===== src/rtl/comparator_pkg.sv =====
// rtl/comparator_pkg.sv - shared compare modes and sizing helper for the comparator array
package comparator_pkg;

    localparam logic [1:0] CMP_EQ  = 2'd0;
    localparam logic [1:0] CMP_GT  = 2'd1;
    localparam logic [1:0] CMP_LT  = 2'd2;
    localparam logic [1:0] CMP_MAX = 2'd3;

    // Width able to hold a popcount of 0..num_ch inclusive.
    function automatic int cnt_width(input int num_ch);
        return $clog2(num_ch + 1);
    endfunction

endpackage


===== src/rtl/comparator_lane.sv =====
// rtl/comparator_lane.sv - combinational single-lane compare with mask/select result
module comparator_lane
    import comparator_pkg::*;
#(
    parameter int LANE_W = 2,
    parameter int SIGNED = 0
) (
    input  logic [LANE_W-1:0] sample,
    input  logic [LANE_W-1:0] reference,
    input  logic [1:0]        mode,
    output logic              match,
    output logic [LANE_W-1:0] result
);

    logic eq;
    logic gt;
    logic lt;

    always_comb begin
        eq = (sample == reference);
        if (SIGNED != 0) begin
            gt = ($signed(sample) > $signed(reference));
            lt = ($signed(sample) < $signed(reference));
        end else begin
            gt = (sample > reference);
            lt = (sample < reference);
        end

        // MAX shares the GT predicate; only its non-match output differs.
        case (mode)
            CMP_EQ:  match = eq;
            CMP_GT:  match = gt;
            CMP_LT:  match = lt;
            default: match = gt;
        endcase

        if (match) begin
            result = sample;
        end else if (mode == CMP_MAX) begin
            result = reference;
        end else begin
            result = '0;
        end
    end

endmodule


===== src/rtl/comparator_array.sv =====
// rtl/comparator_array.sv - pipelined lane-wise comparator array with ping-pong reference bank
module comparator_array
    import comparator_pkg::*;
#(
    parameter int NUM_CH = 32,
    parameter int LANE_W = 2,
    parameter int SIGNED = 0,
    parameter int CNT_W  = cnt_width(NUM_CH)
) (
    input  logic                     CLK,
    input  logic                     RST,
    input  logic [NUM_CH*LANE_W-1:0] D_IN,
    input  logic                     D_EN,
    input  logic                     SWITCH,
    input  logic                     COMPARE_EN,
    input  logic [1:0]               COMPARE_MODE,
    output logic                     IN_READY,
    output logic [NUM_CH*LANE_W-1:0] D_OUT,
    output logic [NUM_CH-1:0]        MATCH_VEC,
    output logic [CNT_W-1:0]         MATCH_CNT,
    output logic                     OUT_VALID,
    input  logic                     OUT_READY
);

    localparam int W = NUM_CH * LANE_W;

    logic [W-1:0]      ref0;
    logic [W-1:0]      ref1;
    logic              act;
    logic [W-1:0]      act_ref;
    logic              adv;
    logic              accept;
    logic [W-1:0]      lane_out;
    logic [NUM_CH-1:0] lane_match;
    logic              s1_valid;
    logic [W-1:0]      s1_out;
    logic [NUM_CH-1:0] s1_match;
    logic [CNT_W-1:0]  pop;

    assign adv      = !OUT_VALID || OUT_READY;
    assign IN_READY = adv && !RST;
    // The data bus is shared, so a bank load wins over a compare in the same cycle.
    assign accept   = COMPARE_EN && IN_READY && !D_EN;
    assign act_ref  = act ? ref1 : ref0;

    for (genvar i = 0; i < NUM_CH; i++) begin : g_lane
        comparator_lane #(
            .LANE_W (LANE_W),
            .SIGNED (SIGNED)
        ) u_lane (
            .sample    (D_IN[i*LANE_W +: LANE_W]),
            .reference (act_ref[i*LANE_W +: LANE_W]),
            .mode      (COMPARE_MODE),
            .match     (lane_match[i]),
            .result    (lane_out[i*LANE_W +: LANE_W])
        );
    end

    always_comb begin
        pop = '0;
        for (int i = 0; i < NUM_CH; i++) begin
            pop = pop + CNT_W'(s1_match[i]);
        end
    end

    // Writes target the shadow bank as seen before any same-edge swap.
    always_ff @(posedge CLK) begin
        if (RST) begin
            ref0 <= '0;
            ref1 <= '0;
            act  <= 1'b0;
        end else begin
            if (D_EN) begin
                if (act) begin
                    ref0 <= D_IN;
                end else begin
                    ref1 <= D_IN;
                end
            end
            if (SWITCH) begin
                act <= !act;
            end
        end
    end

    always_ff @(posedge CLK) begin
        if (RST) begin
            s1_valid  <= 1'b0;
            s1_out    <= '0;
            s1_match  <= '0;
            OUT_VALID <= 1'b0;
            D_OUT     <= '0;
            MATCH_VEC <= '0;
            MATCH_CNT <= '0;
        end else if (adv) begin
            s1_valid <= accept;
            if (accept) begin
                s1_out   <= lane_out;
                s1_match <= lane_match;
            end
            OUT_VALID <= s1_valid;
            if (s1_valid) begin
                D_OUT     <= s1_out;
                MATCH_VEC <= s1_match;
                MATCH_CNT <= pop;
            end
        end
    end

endmodule


===== config.mk =====
export PLATFORM = sky130hd
export DESIGN_NAME = comparator_array
export DESIGN_NICKNAME = d
export VERILOG_FILES = /design/src/rtl/comparator_pkg.sv /design/src/rtl/comparator_lane.sv /design/src/rtl/comparator_array.sv
export SDC_FILE = /design/constraint.sdc
export NUM_CORES = 1
export LEC_CHECK = 0
export CAP_MARGIN = 15
export CORE_UTILIZATION = 48
export CTS_CLUSTER_SIZE = 24
export DETAILED_ROUTE_END_ITERATION = 16
export DONT_BUFFER_PORTS = 1
export GPL_TIMING_DRIVEN = 0
export PLACE_DENSITY = 0.69
export SETUP_SLACK_MARGIN = 0.1
export SYNTH_ARGS = -nofsm -noshare
export SYNTH_HDL_FRONTEND = slang
export SYNTH_HIERARCHICAL = 1
export SYNTH_SLANG_ARGS = --single-unit
export TNS_END_PERCENT = 100

===== constraint.sdc =====
create_clock -name CLK -period 5.3 [get_ports CLK]
set_input_delay 1.06 -clock CLK [delete_from_list [all_inputs] [get_ports CLK]]
set_output_delay 1.06 -clock CLK [all_outputs]
set_load 0.02 [all_outputs]

==> metrics.yaml <==
timing:
  finalSetupViolCount: 0
  worst_pin_slew_ns: 0.9345
  fin_crit_ns: 4.860
  tns_ns: 0
  max_slew_margin_pct: 37.70
  slew_viol_final: 0
  rsz0062_at_grt: "no"
  skew_ns: 0.01429
  hold_ws_ns: 0.4440
  finalHoldViolations: 0
  fmax_ghz: 0.2058
  min_period_over_period_pct: 91.70
  fin_ws_ns: 0.4399
layout:
  nFillCells: 3116
  syn2layout_area_growth_pct: 11.09
  multi_input_area_um2: 8648
  num_antenna_cells: 0
  drive_gt1_share_pct: 13.28
  seqCellArea_um2: 6586
  layout.nets: 2195
synth:
  avgSynthCellArea_um2: 8.141
  yosysSeqAreaShare_pct: 40.67
  synth.net_count: 2156
  synthArstFlopShare_pct: 0
  ys_seq_elements: 329
  ys_warn_count: 6
  synth_cell_types: 39
  yosys.area.top_type: "dfxtp_1"
  syn_inst: 1989
  syn_area_um2: 16190
  synth_area_leaders: "dfxtp_1 (41%), nand2_1 (16%), a21oi_1 (9.8%)"
  synth_top_area_share_pct: 40.67
  synth-edff-count: 0
  synthFlopType: "dfxtp_1"
routing:
  firstDrtPassIters: 6
  num_vias: 13670
  drc: 0
  wirelength_um: 45240
  ant_nets: 0
  drt-wirelength-per-cell_um: 18.11
  vias_per_cell: 5.474
  dr.first_iter.drc_count: 780
die:
  io-pin-count: 176
  core_region_area_um2: 32870
  start_util_pct: 49.27
  die_area_um2: 34470
  rows: 66
  die_height_um: 185.7
  die_w_um: 185.7
global_route:
  grt_pass1_vias: 13300
  grt_overflow: 0
  grt_max_degree: 97
  grt_pass1_wl_um: 70480
  grt_usage_pct: 26.17
  antenna_found_initial: 1
clock_network:
  cts_tree: "done"
  cts.hold.buffers_added: 0
  numCtsBuffers: 37
  cts_resized: 0
  clock_latency_ns: 0.53
  clockBufferDepth: 3
  clk_pin_slew_ns: 0.06
  cts_setup_buffers: 0
  cts.sinks: 329
  ctsHtreeMaxLevel: 2
  clockRootBuffer: "clkbuf_16"
run_status:
  outcome: "completed"
min_path:
  min_path_cells: 2
  hp-class: "reg2reg"
place:
  hpwl_um: 32590
  gp_congestion: 0.8231
  place_ws_ns: 0.4668
  port_buffers: 0
power:
  p_leak_nw: 6.901
  vdd_drop_max_uv: 226.5
  p_per_area_nw_per_um2: 341.2
worst_setup_path:
  crit_type: "reg2reg"
  cp-end-kind: "flip-flop"
  worst_setup_path_start_kind: "flip-flop"
  critPathArrivalTime_ns: 5.28
  path_max_fanout: 3
  rrSetupSlack_ns: 0.44
  worstPathRequired_ns: 5.72
  reg2reg_depth: 17
job:
  drv_cap: 0
## power by group
part | internal [mW] | switching, mW | total (mW)
sequential | 2.56 | 0.0532 | 2.61
clock | 1.59 | 1.04 | 2.63
combinational | 0.371 | 0.525 | 0.896
total | 4.52 | 1.62 | 6.14
## routing by layer
layer	track usage [%]	vias up	part of all wire (%)
met5	0	-	0
met4	7.934	0	2.4
met3	6.378	64	8.4
met2	44.70	391	47
met1	32.42	6523	42
li1	-	6695	-
## cells in the mapped netlist, types with 2 or more instances
| master | instances |
|---|---|
| nand2_1 | 669 |
| dfxtp_1 | 329 |
| a21oi_1 | 316 |
| inv_1 | 95 |
| ha_1 | 71 |
| a22o_1 | 64 |
| mux2_2 | 64 |
| buf_2 | 49 |
| clkbuf_1 | 44 |
| nand2b_1 | 35 |
| and3_1 | 32 |
| mux2i_2 | 32 |
| nor2b_2 | 32 |
| o21ai_1 | 32 |
| o22a_1 | 32 |
| fa_1 | 24 |
| buf_4 | 11 |
| a21oi_2 | 10 |
| nand2_2 | 10 |
| nor2_1 | 7 |
| buf_1 | 5 |
| nand3_1 | 4 |
| buf_8 | 3 |
| and2_1 | 2 |
| buf_12 | 2 |
| o31ai_1 | 2 |
## through the flow
stage / util [%] / power [mW] / area, um^2 / cells
final: 54.73 / 6.138 / 17990 / 2498
after global placement: 50.95 / 3.511 / 16750 / 2431
after detailed placement: 50.95 / 3.546 / 16750 / 2431
after floorplan: - / 3.327 / 16190 / 1989
after CTS: 54.73 / 6.167 / 17990 / 2498
after global routing: 54.73 / 6.386 / 17990 / 2498
## path summary, 6_finish.rpt
check	to	startpoint
max	MATCH_CNT[4]$_SDFFE_PP0P_	s1_match[0]$_SDFFE_PP0P_
min	D_OUT[58]$_SDFFE_PP0P_	s1_out[58]$_SDFFE_PP0P_
max reg2reg	MATCH_CNT[4]$_SDFFE_PP0P_	s1_match[0]$_SDFFE_PP0P_
min reg2reg	D_OUT[58]$_SDFFE_PP0P_	s1_out[58]$_SDFFE_PP0P_
## sequential cells by signal, indices dropped and copies added, names as in the netlist
signal / flops
s1_match: 32
MATCH_CNT: 6
s1_out: 64
MATCH_VEC: 32
act: 1
ref1: 64
D_OUT: 64
ref0: 64
s1_valid: 1
OUT_VALID: 1
## cell type report
class | count | area share (%)
flip-flops and latches | 329 | 36.61
clock buffers | 57 | 6.190
plain buffers | 114 | 3.318
multi-input cells | 1450 | 48.08
well taps | 442 | 3.074
inverters | 96 | 2.010
clock inverters | 10 | 0.7164
## critical path, cell delays in order (launching register included)
cell	delay, ns
dfxtp_1	0.35
inv_1	0.07
fa_1	0.56
inv_1	0.06
fa_1	0.54
fa_1	0.45
fa_1	0.51
fa_1	0.53
inv_1	0.06
fa_1	0.42
inv_1	0.07
ha_1	0.16
inv_1	0.05
fa_1	0.38
nand2b_1	0.18
a21oi_1	0.19
nand3_1	0.10
o311ai_0	0.09
## cells in the final DEF, fill, tap and decap left out, types with 5 or more instances in the layout
master     Yosys  layout
o22a_1        32      32
nor2b_2       32      32
clkbuf_16      0      39
nor2_1         7       7
mux2_2        64      64
buf_4         11      11
and3_1        32      32
ha_1          71      71
clkbuf_1      44      55
a21oi_2       10      10
nand2_1      669     669
inv_1         95      95
nand2b_1      35      35
a21oi_1      316     316
buf_1          5       5
mux2i_2       32      32
dfxtp_1      329     329
o21ai_1       32      32
nand2_2       10      10
a22o_1        64      64
fa_1          24      24
clkbuf_8       0       7
clkinv_2       1       7
buf_2         49      49
## cell families (layout without fill, tap and decap cells)
kind of cell / Yosys count / after routing / synth area share [%]
multiplexers: 96 / 96 / 7.170
AO/OA/AOI/OAI: 461 / 461 / 16.81
XOR/XNOR: 1 / 1 / 0.05410
AND/OR/NAND/NOR: 797 / 797 / 20.92
adder cells (fa/ha/maj): 95 / 95 / 8.453
buffers and inverters: 210 / 277 / 5.919
flip-flops: 329 / 329 / 40.67
(Power assumes the default switching activity.)
